### config.mk
export PLATFORM = sky130hd
export DESIGN_NAME = nx_msg_arbiter
export DESIGN_NICKNAME = d
export VERILOG_FILES = /design/src/rtl/nx_constants_pkg.sv /design/src/rtl/nx_fifo.sv /design/src/rtl/nx_msg_arbiter.sv
export SDC_FILE = /design/constraint.sdc
export NUM_CORES = 1
export LEC_CHECK = 0
export BUFFER_PORTS_ARGS = -buffer_cell sky130_fd_sc_hd__buf_2
export CAP_MARGIN = 15
export CORE_MARGIN = 3
export CORE_UTILIZATION = 55
export CTS_CLUSTER_DIAMETER = 30
export DETAILED_ROUTE_END_ITERATION = 6
export GPL_TIMING_DRIVEN = 0
export PLACE_DENSITY_LB_ADDON = 0.3
export SLEW_MARGIN = 5
export SYNTH_ARGS = -nofsm -noshare
export SYNTH_HDL_FRONTEND = slang
export SYNTH_HIERARCHICAL = 1
export SYNTH_SLANG_ARGS = --single-unit
### constraint.sdc
create_clock -name clk_i -period 5.6 [get_ports clk_i]
set_clock_uncertainty 0.05 [all_clocks]
set_input_delay 0.84 -clock clk_i [delete_from_list [all_inputs] [get_ports clk_i]]
set_output_delay 0.84 -clock clk_i [all_outputs]
set_load 0.005 [all_outputs]
### src/rtl/nx_constants_pkg.sv
// Shared message type and direction indices for the NX message path.
package nx_constants;

    localparam int NX_MSG_W    = 32;
    localparam int NX_NUM_DIRS = 4;

    // Inbound stream indices; also the arbiter source numbering
    localparam int NX_DIR_N = 0;
    localparam int NX_DIR_E = 1;
    localparam int NX_DIR_S = 2;
    localparam int NX_DIR_W = 3;

    typedef logic [NX_MSG_W-1:0] nx_message_t;

endpackage

### src/rtl/nx_fifo.sv
// Small synchronous FIFO with combinational head read and registered status.
module nx_fifo #(
    parameter int DEPTH = 2,
    parameter int WIDTH = 32
) (
    input  logic             clk_i,
    input  logic             rst_i,
    input  logic             push_i,
    input  logic [WIDTH-1:0] data_i,
    input  logic             pop_i,
    output logic [WIDTH-1:0] data_o,
    output logic             empty_o,
    output logic             full_o
);

    localparam int PTR_W = (DEPTH > 1) ? $clog2(DEPTH) : 1;
    localparam int CNT_W = $clog2(DEPTH + 1);

    logic [WIDTH-1:0] mem [DEPTH];
    logic [PTR_W-1:0] wr_ptr;
    logic [PTR_W-1:0] rd_ptr;
    logic [CNT_W-1:0] count;
    logic             do_push;
    logic             do_pop;

    function automatic logic [PTR_W-1:0] ptr_inc(input logic [PTR_W-1:0] p);
        return (p == PTR_W'(DEPTH - 1)) ? '0 : p + 1'b1;
    endfunction

    // A full buffer never pushes, so push+pop on full cannot occur
    assign do_push = push_i && !full_o;
    assign do_pop  = pop_i && !empty_o;
    assign data_o  = mem[rd_ptr];
    assign empty_o = (count == '0);
    assign full_o  = (count == CNT_W'(DEPTH));

    // Storage, pointers and occupancy
    always_ff @(posedge clk_i or posedge rst_i) begin
        if (rst_i) begin
            for (int i = 0; i < DEPTH; i++) begin
                mem[i] <= '0;
            end
            wr_ptr <= '0;
            rd_ptr <= '0;
            count  <= '0;
        end else begin
            if (do_push) begin
                mem[wr_ptr] <= data_i;
                wr_ptr      <= ptr_inc(wr_ptr);
            end
            if (do_pop) begin
                rd_ptr <= ptr_inc(rd_ptr);
            end
            case ({do_push, do_pop})
                2'b10:   count <= count + 1'b1;
                2'b01:   count <= count - 1'b1;
                default: count <= count;
            endcase
        end
    end

endmodule

### src/rtl/nx_msg_arbiter.sv
// Merges the four inbound message streams into one through per-source
// buffers, a round-robin arbiter and a single output register stage.
module nx_msg_arbiter
    import nx_constants::*;
#(
    parameter int STREAM_WIDTH = 32,
    parameter int SOURCES      = 4,
    parameter int BUF_DEPTH    = 2
) (
    input  logic                       clk_i,
    input  logic                       rst_i,
    output logic                       idle_o,
    input  nx_message_t [SOURCES-1:0]  msg_data_i,
    input  logic [SOURCES-1:0]         msg_valid_i,
    output logic [SOURCES-1:0]         msg_ready_o,
    output nx_message_t                msg_data_o,
    output logic                       msg_valid_o,
    input  logic                       msg_ready_i,
    output logic [$clog2(SOURCES)-1:0] grant_o
);

    localparam int IDX_W = $clog2(SOURCES);

    logic [SOURCES-1:0] buf_empty;
    logic [SOURCES-1:0] buf_full;
    logic [SOURCES-1:0] buf_push;
    logic [SOURCES-1:0] buf_pop;
    nx_message_t        buf_data [SOURCES];
    logic [IDX_W-1:0]   last_q;
    logic [IDX_W-1:0]   grant_nxt;
    logic               load;

    // First non-empty buffer after the last grant, wrapping at SOURCES-1
    function automatic logic [IDX_W-1:0] rr_pick(input logic [IDX_W-1:0]   last,
                                                 input logic [SOURCES-1:0] empty);
        logic [IDX_W-1:0] cand;
        logic             found;
        rr_pick = last;
        found   = 1'b0;
        for (int k = 1; k <= SOURCES; k++) begin
            cand = IDX_W'((int'(last) + k) % SOURCES);
            if (!found && !empty[cand]) begin
                found   = 1'b1;
                rr_pick = cand;
            end
        end
    endfunction

    // Ready is buffer space only; held low while reset is asserted
    assign msg_ready_o = ~buf_full & {SOURCES{~rst_i}};
    assign buf_push    = msg_valid_i & msg_ready_o;
    assign idle_o      = (&buf_empty) && !msg_valid_o && !(|msg_valid_i);

    generate
        for (genvar s = 0; s < SOURCES; s++) begin : g_buf
            nx_fifo #(
                .DEPTH (BUF_DEPTH),
                .WIDTH (STREAM_WIDTH)
            ) u_fifo (
                .clk_i   (clk_i),
                .rst_i   (rst_i),
                .push_i  (buf_push[s]),
                .data_i  (msg_data_i[s]),
                .pop_i   (buf_pop[s]),
                .data_o  (buf_data[s]),
                .empty_o (buf_empty[s]),
                .full_o  (buf_full[s])
            );
        end
    endgenerate

    // Arbitration and load decision for the output stage
    always_comb begin
        grant_nxt = rr_pick(last_q, buf_empty);
        load      = (!msg_valid_o || msg_ready_i) && !(&buf_empty);
        buf_pop   = load ? (SOURCES'(1) << grant_nxt) : '0;
    end

    // Output register: load on free slot, drop valid once drained
    always_ff @(posedge clk_i or posedge rst_i) begin
        if (rst_i) begin
            msg_valid_o <= 1'b0;
            msg_data_o  <= '0;
            grant_o     <= '0;
            last_q      <= IDX_W'(SOURCES - 1);
        end else if (load) begin
            msg_valid_o <= 1'b1;
            msg_data_o  <= buf_data[grant_nxt];
            grant_o     <= grant_nxt;
            last_q      <= grant_nxt;
        end else if (msg_ready_i) begin
            msg_valid_o <= 1'b0;
        end
    end

endmodule

==> results.toml, run 1 <==
[finish]
regArea_sq_mm = 0.007735
fill_cells = 1750
stdcell_area_sq_mm = 0.01854
antenna_cells = 0
post_route_cells_drive_above_1_share = 0.5761
finalNetCount = 1374
area_growth_pct = 24.60
multi_input_comb_area_sq_mm = 0.006516

[routing]
post_drt_via_cell_ratio = 5.511
final_antenna_net_count = 0
drt-pass1-iter-count = 5
vias = 8945
drt_wl_total_mm = 34.32
avgRoutedWirePerCell_microns = 21.15
post-route-drc-count = 0
detailedRoute.firstIterationViolations = 472

[run_status]
status = "complete, no violations"

[clocking]
cts.clk_slew.worst_paths_ps = 50
holdBufCountCts = 0
post_cts_resized = 0
clock_tree.buffer_depth = 3
post_cts.repair.setup_buffers = 0
cts_max_level = 3
cts_buffers = 68
root_buffer_cell = "sky130_fd_sc_hd__clkbuf_16"
worstSkewPairLatency_ps = 550
cts_num_sinks = 309
cts_tree = "yes"

[placement]
gp_routability_congestion = 0.8618
dp_hpwl_mm = 24.02
portBuffers = 174
post_dp_cell_area_sq_mm = 0.01621

[synth]
synth_simple_gate_area_frac = 0.03675
post_synth_instance_area_sq_mm = 0.01488
synth.lib_cells_used.distinct = 36
fraction_of_synthesized_cell_area_in_xor_and_xnor_cells = 0.01177
compound_cell_area_share_of_the_yosys_netlist = 0.02212
ys_ff_latch = 309
synthesis.instances = 990
post_synthesis_net_count = 1129
synth.yosys.warnings = 6
main_combinational_cell_family_by_area_after_synthesis = "multiplexers"
synth-adder-area-share = 0.003364
post_synth_mux_area_share = 0.3639
syn-mean-instance-area_sq_um = 15.03
yosysSeqAreaShare = 0.5198

[global_route]
grt_overflow_total = 0
grt_start_max_net_pins = 69
first_pass_grt_wire_length_mm = 54.81
gr-usage-all-layers = 0.2418
antenna_violations_before_repair = 0
grt_pass1_vias = 9741

[critical_path]
worstSetupPathType = "reg -> reg"
critical-path-top-delay-family = "simple AND/OR/NAND/NOR gates"
worst-path-max-fanout = 10
cp_slowest_cell = "sky130_fd_sc_hd__dfrtp_1"
path_cells = "nor2_1 > nand4_1 > and2_1 > clkbuf_1 > nand2_1 > clkbuf_1 > nor3_1 > nor2b_1 > ha_1 > nor2_1 > xor2_1"
critPathLaunchType = "flip-flop"
worst-endpoint-required_ps = 6010
crit_buf_inv = 2
slowest_stage_delay_on_critical_path_ps = 430
critical_path.endpoint_type = "flip-flop"
worst_path_arrival_time_ps = 3720

[timing]
rsz0062_at_grt = "no"
timing.final.hold_violations = 0
fmaxAchievable_mhz = 302.4
max_slew.worst_pin.slew_ps = 840.7
fin_worst_hold_slack_ps = 380.6
timing.max_slew.rel_slack = 0.4395
setup_violations = 0
clock_period_minus_final_worst_setup_slack_ps = 3307
final_min_period_over_clock_period = 0.5906
fin_setup_tns_ps = 0
drv_slew = 0

[pwr]
net_load_switching_power_mw = 4.064
internal_power_mw = 8.979
cellPowerDensity_mw_per_mm2 = 703.6
fin_total_pwr_mw = 13.04
seq_power_share = 0.309
ir_drop_v = 0.0003195
total_leakage_power_nw = 8.646
sw_share = 0.3116
power.clock.fraction = 0.308
share_comb_of_total_power = 0.384

[hold_path]
hold_class = "in -> async"

[floorplanning]
design.core.area_sq_mm = 0.02635
die_area_sq_mm = 0.02906
num_io_pins = 175
dieWidth_microns = 170.5
std_cell_rows = 59
die_height_microns = 170.5
initial_core_util = 0.5646

[run]
drv_cap = 0
-- logic make-up after synthesis --
kind of cell / count (synthesis)
multiplexers: 448
adder cells (fa/ha/maj): 4
AND/OR/NAND/NOR: 101
XOR/XNOR: 20
flip-flops: 309
buffers and inverters: 71
AO/OA/AOI/OAI: 37
-- per-layer routing --
metal	global-route usage	wire length [microns]	up-vias	part of all wire
li1	-	-	4072	-
met1	0.3492	16150	4603	0.47
met2	0.3713	15900	211	0.46
met3	0.04483	1422	59	0.041
met4	0.08219	850	0	0.025
met5	0	0	-	0
-- worst reg2reg max path, cell delays in order, from the launching register on --
cell and delay, ps:
sky130_fd_sc_hd__dfrtp_1 430, sky130_fd_sc_hd__nor2_1 370, sky130_fd_sc_hd__nand4_1 330, sky130_fd_sc_hd__and2_1 270, sky130_fd_sc_hd__clkbuf_1 150, sky130_fd_sc_hd__nand2_1 230, sky130_fd_sc_hd__clkbuf_1 420, sky130_fd_sc_hd__nor3_1 150
sky130_fd_sc_hd__nor2b_1 200, sky130_fd_sc_hd__ha_1 340, sky130_fd_sc_hd__nor2_1 140, sky130_fd_sc_hd__xor2_1 150
-- registers in the layout, summed over array words and instances (netlist names) --
signal and flops:
g_buf.u_fifo/rd_ptr 4, last_q 2, g_buf.u_fifo/mem 256, grant_o 2
g_buf.u_fifo/count 8, msg_valid_o 1, g_buf.u_fifo/wr_ptr 4, msg_data_o 32
-- path summary, 6_finish.rpt --
check | start | to | slack (ps) | depth (start not counted)
setup reg to reg | g_buf[3].u_fifo/count[0] | g_buf[0].u_fifo/count[1] | 2290 | 11
max in group asynchronous | rst_i | g_buf[2].u_fifo/mem[10] | 4350 | 2
hold reg to reg | grant_o[1] | grant_o[1] | 430 | 2
setup / recovery | g_buf[3].u_fifo/count[0] | g_buf[0].u_fifo/count[1] | 2290 | 11
hold / removal | rst_i | g_buf[1].u_fifo/mem[20] | 380 | 2
min in group clk_i | grant_o[1] | grant_o[1] | 430 | 2
-- layout make-up --
type,instances,share of cell area
Clock buffer,92,0.1027
Tap cell,335,0.02261
Multi-Input combinational cell,610,0.3515
Buffer,62,0.03206
Sequential cell,309,0.4172
Clock inverter,31,0.02308
Timing Repair Buffer,175,0.04846
Inverter,9,0.002362
-- power by group through the flow --
stage          registers [mW]  clock network, mW  logic, mW
2_1_floorplan            3.83                  0       3.81
3_3_place_gp             3.96                  0       4.84
3_5_place_dp             4.00                  0       4.97
4_1_cts                  4.01               4.07       5.02
5_1_grt                  4.16               4.21       5.37
6_report                 4.03               4.01       5.00
-- synthesized netlist by cell type (all sizes together) --
library cell | number | share of area
o211ai | 1 | 0.00050
nor2 | 19 | 0.0050
a21oi | 2 | 0.00067
dfstp | 2 | 0.0035
nor3b | 1 | 0.00050
or4 | 1 | 0.00050
ha | 4 | 0.0034
nor3 | 3 | 0.0010
mux2 | 384 | 0.32
mux2i | 64 | 0.043
buf | 53 | 0.038
xor2 | 8 | 0.0047
and2 | 7 | 0.0029
o32ai | 1 | 0.0011
and3 | 4 | 0.0030
nand2b | 8 | 0.0054
nand3 | 2 | 0.00067
dfrtp | 307 | 0.52
nand3b | 5 | 0.0035
nand4 | 1 | 0.00042
or2 | 1 | 0.00042
inv | 9 | 0.0023
clkbuf | 9 | 0.0023
nor2b | 6 | 0.0025
xnor2 | 12 | 0.0071
nand2 | 43 | 0.011
o41ai | 1 | 0.0011
a21boi | 1 | 0.00050
o221ai | 31 | 0.018
-- placed cells by master, fill, tap and decap left out, types with 2 or more instances in the layout --
cell type,n
sky130_fd_sc_hd__ha_1,4
sky130_fd_sc_hd__mux2i_1,64
sky130_fd_sc_hd__a21oi_1,2
sky130_fd_sc_hd__dfrtp_1,307
sky130_fd_sc_hd__clkinvlp_4,7
sky130_fd_sc_hd__clkbuf_1,24
sky130_fd_sc_hd__nor3_1,3
sky130_fd_sc_hd__nand3b_2,4
sky130_fd_sc_hd__bufinv_16,9
sky130_fd_sc_hd__clkbuf_8,7
sky130_fd_sc_hd__and3_4,4
sky130_fd_sc_hd__nand3_1,2
sky130_fd_sc_hd__xor2_1,8
sky130_fd_sc_hd__nor2b_1,6
sky130_fd_sc_hd__clkinv_2,9
sky130_fd_sc_hd__and2_1,7
sky130_fd_sc_hd__xnor2_1,12
sky130_fd_sc_hd__buf_2,196
sky130_fd_sc_hd__clkbuf_16,70
sky130_fd_sc_hd__buf_6,18
sky130_fd_sc_hd__nand2b_1,4
sky130_fd_sc_hd__inv_6,4
sky130_fd_sc_hd__nand2_1,43
sky130_fd_sc_hd__o221ai_1,31
sky130_fd_sc_hd__buf_12,12
sky130_fd_sc_hd__mux2_2,264
sky130_fd_sc_hd__nand2b_4,4
sky130_fd_sc_hd__mux2_4,120
sky130_fd_sc_hd__dfstp_2,2
sky130_fd_sc_hd__inv_1,4
sky130_fd_sc_hd__inv_4,4
sky130_fd_sc_hd__nor2_1,18
-- through the flow --
step           std cells  setup WS (ps)    util
2_1_floorplan        990           2905       -
3_3_place_gp        1499           1958  0.6135
3_5_place_dp        1500           2284  0.6150
4_1_cts             1623           2349  0.7035
5_1_grt             1623           1978  0.7035
6_report            1623           2293  0.7035
Note: power is estimated with default switching activity, not from simulation.
==> run 2: changes to the inputs <==
Settings changed: CORE_UTILIZATION 55 to 53.
Clock period 5.6 ns to 2.7 ns, I/O delays scaled along.
==> run 2 against run 1 <==
Against the previous run: critical path depth unchanged; final cell count increased by 3.3%; clock power increased by 120%; largest cell class unchanged; routed wire length increased by 2.7%; sequential share of layout area decreased by 0.90 points; first-iteration DRC count decreased by 15%.
==> results.toml, run 2 (synthesis results as in run 1) <==
[run_status]
status = "complete, no violations"

[pwr]
share_comb_of_total_power = 0.381
sw_share = 0.3122
cellPowerDensity_mw_per_mm2 = 1476
ir_drop_v = 0.0006954
internal_power_mw = 19.25
power.clock.fraction = 0.319
fin_total_pwr_mw = 27.98
net_load_switching_power_mw = 8.735
total_leakage_power_nw = 8.802
seq_power_share = 0.300

[critical_path]
worst-path-max-fanout = 10
crit_top_cell = "sky130_fd_sc_hd__nor2_1"
cp_slowest_cell = "sky130_fd_sc_hd__dfrtp_2"
worst_path_arrival_time_ps = 3060
worst-endpoint-required_ps = 3120
critPathLaunchType = "flip-flop"
critical_path.endpoint_type = "flip-flop"
path_cells = "nor2_4 > nand4_1 > and2_1 > clkbuf_1 > nand2_2 > buf_4 > nor2_1 > nor2b_2 > ha_1 > nor2_1 > xor2_1"
worstSetupPathType = "reg -> reg"
slowest_stage_delay_on_critical_path_ps = 440

[timing]
fmaxAchievable_mhz = 378.5
drv_slew = 0
timing.max_slew.rel_slack = 0.4345
max_slew.worst_pin.slew_ps = 848.2
final.setup.worst_slack_ps = 58.06
final_min_period_over_clock_period = 0.9785
clock_period_minus_final_worst_setup_slack_ps = 2642
fin_worst_hold_slack_ps = 41.65
setup_violations = 0
timing.final.hold_violations = 0

[hold_path]
hold_class = "in -> reg"

[clocking]
cts_max_level = 3
cts_buffers = 71
worstSkewPairLatency_ps = 550
cts.clk_slew.worst_paths_ps = 50
root_buffer_cell = "sky130_fd_sc_hd__clkbuf_16"
cts_tree = "yes"
cts_num_sinks = 309
clock_tree.buffer_depth = 3

[routing]
routed-wl-met2_mm = 16.60
detailedRoute.firstIterationViolations = 399
drt-pass1-iter-count = 4
drt_wl_total_mm = 35.25
post_drt_via_cell_ratio = 5.385
post-route-drc-count = 0
final_antenna_net_count = 0
avgRoutedWirePerCell_microns = 21.03
top_layer_used = "met4"
met1Wirelength_mm = 16.06
detailroute.wirelength.met3_mm = 1.652
vias = 9026

[global_route]
first_pass_grt_wire_length_mm = 55.97
grt_start_max_net_pins = 69
grt_overflow_total = 0
grt_pass1_vias = 10020
gr-usage-all-layers = 0.2354
antenna_violations_before_repair = 4

[floorplanning]
std_cell_rows = 60
dieWidth_microns = 173.6
die_height_microns = 173.6
num_io_pins = 175
initial_core_util = 0.5460
design.core.area_sq_mm = 0.02725
die_area_sq_mm = 0.03012

[finish]
stdcell_area_sq_mm = 0.01896
fin_util = 0.6958
post_route_cells_drive_above_1_share = 0.6000
finalNetCount = 1385
largest_register_ff_count = 256
mostFrequentLayoutCells = "303 x sky130_fd_sc_hd__dfrtp_1, 264 x sky130_fd_sc_hd__mux2_2, 194 x sky130_fd_sc_hd__buf_2"
registers.top_by_ff_count = "g_buf.u_fifo/mem"
reg_top3 = "g_buf.u_fifo/mem: 256 flops, msg_data_o: 32 flops, g_buf.u_fifo/count: 8 flops"
fill_cells = 1856
most_common_library_cell_in_the_layout_ignoring_fill_and_taps = "sky130_fd_sc_hd__dfrtp_1"
area_growth_pct = 27.43

[run]
drv_cap = 0

[placement]
post_dp_cell_area_sq_mm = 0.01625
dp_hpwl_mm = 24.29
portBuffers = 174
gp_routability_congestion = 0.8575
post-place-ws_ps = -576.5
==> run 2: worst paths after layout <==
kind                                          start  cells past startpoint  slack, ps                       end
max                        g_buf[3].u_fifo/count[1]                     11         60  g_buf[1].u_fifo/count[1]
min reg2reg                              grant_o[1]                      2        430                grant_o[1]
min in group asynchronous                     rst_i                      3        480   g_buf[1].u_fifo/mem[27]
min                                 msg_data_i[119]                      2         40   g_buf[3].u_fifo/mem[23]
max reg2reg                g_buf[3].u_fifo/count[1]                     11         60  g_buf[1].u_fifo/count[1]
max in group asynchronous                     rst_i                      3       1290  g_buf[0].u_fifo/count[0]
==> run 2: final cells by class <==
class                           instances  area (sq um)  share of cell area
Tap cell                              372         465.4             0.02455
Clock inverter                         41         586.8             0.03095
Clock buffer                           86          1924              0.1015
Antenna cell                            4         10.01           0.0005279
Sequential cell                       309          7740              0.4082
Buffer                                 60         588.1             0.03101
Timing Repair Buffer                  185         975.9             0.05147
Inverter                                9         43.79            0.002310
Multi-Input combinational cell        610          6626              0.3495
==> run 2: worst max-delay path: cells and delay by family (launching register included) <==
family        cells  cell delay [ps]
fa+ha+maj         1              320
simple gates      7             1250
flops             1              440
buf+inv           2              340
xor+xnor          1              150
==> run 2: power by group through the flow <==
stage / registers [mW] / logic, mW / clock network, mW
5_1_grt: 8.68 / 11.4 / 9.32
4_1_cts: 8.36 / 10.5 / 9.05
3_3_place_gp: 8.21 / 10.0 / 0
2_1_floorplan: 7.95 / 7.91 / 0
3_5_place_dp: 8.32 / 10.3 / 0
6_report: 8.40 / 10.7 / 8.93
==> run 2: through the flow <==
step	std cells	TNS [ps]
2_1_floorplan	990	0
3_3_place_gp	1536	-119040
3_5_place_dp	1537	-3386
4_1_cts	1666	0
5_1_grt	1675	-76.97
6_report	1676	0
==> run 2: what timing repair did <==
| item | 4_1_cts | 5_1_grt |
|---|---|---|
| hold endpoints to repair | 12 | 0 |
| endpoints found under the setup margin | 10 | 8 |
| cloned | 0 | 0 |
| gates resized for setup | 22 | 12 |
| hold buffers | 1 | 0 |
| buffers inserted | 2 | 7 |
| pin swaps | 1 | 7 |
==> run 2: per-layer routing <==
layer  up-vias  GRT usage
li1       4103          -
met1      4625     0.3280
met2       244     0.3667
met3        54    0.04731
met4         0    0.08885
met5         -          0
